**src/rtl/mem_arbiter.sv**
```systemverilog
// Memory arbiter between the fetch path, the load/store buffer and a
// byte-serial memory controller. It grants one requester at a time, issues a
// single-cycle enable and holds the request fields until the controller
// reports completion. Then it returns data with a one-cycle done pulse.
//
// Ports:
//   clk, rst        clock, synchronous active-high reset
//   rdy             global enable; all state and outputs hold while low
//   if_*            fetch requester (req/addr/flush in, done/data out)
//   lsb_*           load/store requester (req/load/opcode/addr/wdata in,
//                   done/rdata out)
//   io_buffer_full  IO output buffer full; blocks stores to IO space
//   mc_instr_*      controller fetch channel (en/addr out, valid/data in)
//   mc_lsb_*        controller LSB channel (en/load/opcode/addr/wdata out,
//                   valid/rdata in)
module mem_arbiter #(
    parameter int unsigned STARVE_LIMIT = 4,
    parameter logic [31:0] IO_BASE      = 32'h0003_0000
) (
    input  logic        clk,
    input  logic        rst,
    input  logic        rdy,
    input  logic        if_req,
    input  logic [31:0] if_addr,
    input  logic        if_flush,
    output logic        if_done,
    output logic [31:0] if_data,
    input  logic        lsb_req,
    input  logic        lsb_load,
    input  logic [5:0]  lsb_opcode,
    input  logic [31:0] lsb_addr,
    input  logic [31:0] lsb_wdata,
    output logic        lsb_done,
    output logic [31:0] lsb_rdata,
    input  logic        io_buffer_full,
    output logic        mc_instr_en,
    output logic [31:0] mc_instr_addr,
    input  logic        mc_instr_valid,
    input  logic [31:0] mc_instr_data,
    output logic        mc_lsb_en,
    output logic        mc_lsb_load,
    output logic [5:0]  mc_lsb_opcode,
    output logic [31:0] mc_lsb_addr,
    output logic [31:0] mc_lsb_wdata,
    input  logic        mc_lsb_valid,
    input  logic [31:0] mc_lsb_rdata
);

    localparam int unsigned CNT_W = $clog2(STARVE_LIMIT + 1);

    typedef enum logic [1:0] {IDLE, BUSY_IF, BUSY_LSB, COOL} state_t;

    state_t           state, state_d;
    logic [CNT_W-1:0] starve_cnt, starve_cnt_d;
    logic             discard, discard_d;

    logic        if_done_d, lsb_done_d, mc_instr_en_d, mc_lsb_en_d, mc_lsb_load_d;
    logic [31:0] if_data_d, lsb_rdata_d, mc_instr_addr_d, mc_lsb_addr_d, mc_lsb_wdata_d;
    logic [5:0]  mc_lsb_opcode_d;

    logic if_ok, lsb_ok, starving;

    // Stores into IO space wait while the IO buffer is full.
    assign lsb_ok   = lsb_req & ~(~lsb_load & (lsb_addr >= IO_BASE) & io_buffer_full);
    assign if_ok    = if_req & ~if_flush;
    assign starving = (starve_cnt == CNT_W'(STARVE_LIMIT));

    // State and output registers.
    always_ff @(posedge clk) begin
        if (rst) begin
            state         <= IDLE;
            starve_cnt    <= '0;
            discard       <= 1'b0;
            if_done       <= 1'b0;
            if_data       <= '0;
            lsb_done      <= 1'b0;
            lsb_rdata     <= '0;
            mc_instr_en   <= 1'b0;
            mc_instr_addr <= '0;
            mc_lsb_en     <= 1'b0;
            mc_lsb_load   <= 1'b0;
            mc_lsb_opcode <= '0;
            mc_lsb_addr   <= '0;
            mc_lsb_wdata  <= '0;
        end else if (rdy) begin
            state         <= state_d;
            starve_cnt    <= starve_cnt_d;
            discard       <= discard_d;
            if_done       <= if_done_d;
            if_data       <= if_data_d;
            lsb_done      <= lsb_done_d;
            lsb_rdata     <= lsb_rdata_d;
            mc_instr_en   <= mc_instr_en_d;
            mc_instr_addr <= mc_instr_addr_d;
            mc_lsb_en     <= mc_lsb_en_d;
            mc_lsb_load   <= mc_lsb_load_d;
            mc_lsb_opcode <= mc_lsb_opcode_d;
            mc_lsb_addr   <= mc_lsb_addr_d;
            mc_lsb_wdata  <= mc_lsb_wdata_d;
        end
    end

    // Next-state and next-output logic.
    always_comb begin
        state_d         = state;
        starve_cnt_d    = starve_cnt;
        discard_d       = discard;
        if_done_d       = 1'b0;
        lsb_done_d      = 1'b0;
        mc_instr_en_d   = 1'b0;
        mc_lsb_en_d     = 1'b0;
        if_data_d       = if_data;
        lsb_rdata_d     = lsb_rdata;
        mc_instr_addr_d = mc_instr_addr;
        mc_lsb_load_d   = mc_lsb_load;
        mc_lsb_opcode_d = mc_lsb_opcode;
        mc_lsb_addr_d   = mc_lsb_addr;
        mc_lsb_wdata_d  = mc_lsb_wdata;

        unique case (state)
            IDLE: begin
                if (!if_req) begin
                    starve_cnt_d = '0;
                end
                if (if_ok && (starving || !lsb_ok)) begin
                    state_d         = BUSY_IF;
                    mc_instr_en_d   = 1'b1;
                    mc_instr_addr_d = if_addr;
                    starve_cnt_d    = '0;
                end else if (lsb_ok) begin
                    state_d         = BUSY_LSB;
                    mc_lsb_en_d     = 1'b1;
                    mc_lsb_load_d   = lsb_load;
                    mc_lsb_opcode_d = lsb_opcode;
                    mc_lsb_addr_d   = lsb_addr;
                    mc_lsb_wdata_d  = lsb_wdata;
                    if (if_req && !starving) begin
                        starve_cnt_d = starve_cnt + CNT_W'(1);
                    end
                end
            end
            BUSY_IF: begin
                if (mc_instr_valid) begin
                    // A flush arriving with the completion still drops the word.
                    if_data_d = mc_instr_data;
                    if_done_d = ~(discard | if_flush);
                    discard_d = 1'b0;
                    state_d   = COOL;
                end else if (if_flush) begin
                    discard_d = 1'b1;
                end
            end
            BUSY_LSB: begin
                if (mc_lsb_valid) begin
                    lsb_rdata_d = mc_lsb_rdata;
                    lsb_done_d  = 1'b1;
                    state_d     = COOL;
                end
            end
            COOL: begin
                state_d         = IDLE;
                mc_instr_addr_d = '0;
                mc_lsb_load_d   = 1'b0;
                mc_lsb_opcode_d = '0;
                mc_lsb_addr_d   = '0;
                mc_lsb_wdata_d  = '0;
            end
            default: state_d = IDLE;
        endcase
    end

endmodule

```
**config.mk**
```make
export PLATFORM = sky130hd
export DESIGN_NAME = mem_arbiter
export DESIGN_NICKNAME = d
export VERILOG_FILES = /design/src/rtl/mem_arbiter.sv
export SDC_FILE = /design/constraint.sdc
export NUM_CORES = 1
export LEC_CHECK = 0
export ABC_AREA = 1
export CAP_MARGIN = 30
export CORE_AREA = 2 2 136 138
export CTS_BUF_LIST = sky130_fd_sc_hd__clkbuf_4 sky130_fd_sc_hd__clkbuf_8 sky130_fd_sc_hd__clkbuf_16
export DETAILED_ROUTE_END_ITERATION = 8
export DIE_AREA = 0 0 138 140
export PLACE_DENSITY_LB_ADDON = 0.2
export SLEW_MARGIN = 10
export SYNTH_ARGS = -nofsm -noshare
export SYNTH_HDL_FRONTEND = slang
export SYNTH_SLANG_ARGS = --single-unit
```
**constraint.sdc**
```tcl
create_clock -name clk -period 2.5 [get_ports clk]
set_input_delay 0.5 -clock clk [delete_from_list [all_inputs] [get_ports clk]]
set_output_delay 0.5 -clock clk [all_outputs]
set_load 0.05 [all_outputs]
```
==> results.ini <==
[clock_tree]
cts_sinks=177
cts_setup_buffers=0
clk_pin_slew_ns=0.07
cts_tree=yes
htreeDepth=4
numCtsBuffers=17
cts_hold_buf=0
cts-root-buf=clkbuf_16
clkLatencyLatePin_ns=0.42
post_cts_resized=0
cts_buffer_depth=2

[power]
power.share.switching_pct=31.9
leakage_nw=4.87
fin_total_pwr_mw=7.94
ir_drop_mv=0.452
switchingPower_mw=2.53
powerDensity_mw_per_mm2=685
p_seq_share_pct=39.4
clockPowerShare_pct=33.8
internal_power_mw=5.41
p_comb_share_pct=26.8

[placed_design]
gp_congestion=0.829
port_buffers=346
hpwlAfterDp_mm=15.9
dp_cells=1521
place_ws_ns=0.162

[die]
core_mm2=0.0178
initial_core_util_pct=41.0
die_h_um=140
ios=347
die_w_um=138
die-area_mm2=0.0193
rows=49

[worst_hold_path]
hold_depth=2
hp-class=reg2reg
holdCritStartpoint=lsb_rdata[19]
min_to=lsb_rdata[19]

[routing]
wl_mm=22.8
vias=7555
vias_per_cell=4.86
ant_nets=0
firstDrtPassIters=5
drtIter0Drc=428
wl_per_cell_um=14.7
route.detailed.drc=0

[sta]
worst_slack_ns=0.384
setup_viol=0
period_minus_slack_ns=2.12
final_hold_viol_count=0
rsz0062_at_grt=no
worst_clock_skew_ns=0.0115
tightest_slew_ns=0.563
slew_violations=0
min_period_over_period_pct=84.6
fmax_mhz=473
setup_tns_ns=0
relSlewSlack_pct=62.4

[synthesis]
ys_seq_area_share_pct=48.6
ys_ff_latch=177
synth_edf_count=0
synth_area_mm2=0.00729
syn_area_per_cell_um2=7.29
synth_ff_type=dfxtp_1
synth.net_count=1184
yosysWarnings=0
synthArstFlopShare_pct=0
ys_types=30
syn_inst=1001

[layout]
fin_cells=1553
layout-drive-gt1-share_pct=5.06
areaGrowthSynthToFinish_pct=59.0
nNetsFinal=1494
multiInputGateArea_mm2=0.00316
diodes=0
seq_area_mm2=0.00354
nFillCells=1566

[worst_setup_path]
critPathKind=reg2out
crit_family=buffers and inverters
crit_buf_inv=1
crit_chain=clkdlybuf4s50_1
r2r_start=state[0]
path_max_fanout=2
reg2reg_depth=7
endpoint_kind=output port
cpPeakStageDelay_ns=0.82
critPathLaunchType=register
worstPathArrival_ns=1.62
worstReg2RegEnd=mc_lsb_wdata[14]
r2r_slack_ns=0.62
critPathRequiredTime_ns=2.00
critPathSlowestCell=clkdlybuf4s50_1

[grt]
grt_max_degree=88
grt_pass1_vias=7073
globalRoute.totalOverflow=0
grt.total_usage_pct=22.8
antenna_found_initial=1
grt_pass1_wl_mm=36.1

[run]
drv_cap=0

[status]
status=completed

==> metrics by stage <==
step / hold slack (ns) / utilization [%] / instance area, um^2
after floorplan: 0.471 / - / 7290
after global placement: 0.430 / 61.9 / 11000
after detailed placement: 0.433 / 61.9 / 11000
after CTS: 0.443 / 65.2 / 11600
after global routing: 0.464 / 65.2 / 11600
final: 0.441 / 65.2 / 11600
==> cell type report <==
class / instances / share of cell area [%]
Sequential cell: 177 / 30.6
Inverter: 66 / 2.16
Clock inverter: 11 / 1.12
Multi-Input combinational cell: 681 / 27.3
Tap cell: 229 / 2.47
Timing Repair Buffer: 368 / 32.4
Clock buffer: 21 / 4.04
==> sequential cells by signal (all words and copies together) (netlist names) <==
name,cells
starve_cnt,3
lsb_done,1
discard,1
mc_lsb_addr,32
mc_lsb_wdata,32
mc_lsb_opcode,6
if_data,32
mc_lsb_load,1
mc_instr_addr,32
if_done,1
state,2
mc_instr_en,1
lsb_rdata,32
mc_lsb_en,1
==> worst max-delay path by stage <==
stage | start | to | slack [ns] | depth (start not counted)
finish | mc_instr_addr[9] | mc_instr_addr[9] | 0.38 | 1
global route | if_done | if_done | 0.34 | 1
CTS | mc_instr_addr[9] | mc_instr_addr[9] | 0.35 | 1
detailed placement | rdy | mc_lsb_wdata[14] | 0.16 | 7
global placement | rdy | mc_lsb_wdata[14] | 0.17 | 7
floorplan | lsb_addr[29] | mc_instr_addr[21] | 0.86 | 11
==> power by group through the flow <==
stage | logic (mW) | clock network [mW] | registers, mW
4_1_cts | 2.14 | 2.76 | 3.13
5_1_grt | 2.27 | 2.87 | 3.15
2_1_floorplan | 0.626 | 0 | 3.85
6_report | 2.13 | 2.69 | 3.13
3_3_place_gp | 2.12 | 0 | 3.18
3_5_place_dp | 2.13 | 0 | 3.19
==> placed cells by master (no fill, tap or decap) <==
master and n:
a21oi_1 110, clkinv_4 2, nand2_4 1, buf_12 10
clkbuf_4 2, nand4_1 1, inv_2 3, clkdlybuf4s50_1 346
a22oi_1 32, clkbuf_16 17, o211ai_2 1, a221oi_1 1
nor2_1 180, inv_8 1, nand2_1 172, inv_4 1
clkinvlp_4 3, bufinv_16 2, clkinv_2 2, inv_1 62
a31oi_1 1, dfxtp_1 177, and3_1 1, o31ai_1 1
buf_4 12, nand3_2 3, inv_6 1, clkbuf_8 2
nor2_4 2, o21ai_1 10, nand2_2 2, ha_1 7
o21ai_0 91, a32oi_1 1, nand3_1 62, xor2_1 1
o211ai_1 1
==> layer usage <==
layer  global-route usage [%]  share of wire (%)
met3                     8.00                7.9
met1                     26.7                 41
met2                     39.1                 49
met4                     7.84                1.8
met5                        0              0.053
==> logic make-up after synthesis <==
family | share of synthesized area (%)
buffers and inverters | 8.23
AND/OR/NAND/NOR | 23.4
AO/OA/AOI/OAI | 18.5
adder cells (fa/ha/maj) | 1.20
XOR/XNOR | 0.120
flip-flops | 48.6
==> cell usage after synthesis, types with 2 or more instances <==
cell      instances  area (um^2)
nand2_2           3         18.8
nand3_1          63          315
buf_4             7         52.6
o21ai_0          91          455
nor2_1          180          676
buf_2            18         90.1
a21oi_1         110          551
buf_1             4         15.0
dfxtp_1         177         3540
buf_6             2         22.5
nand2_1         172          646
clkbuf_1         46          173
ha_1              7         87.6
inv_2             2         7.51
a22oi_1          32          240
nand3_2           2         20.0
o21ai_1          10         50.1
inv_1            63          236
(Power assumes the default switching activity.)
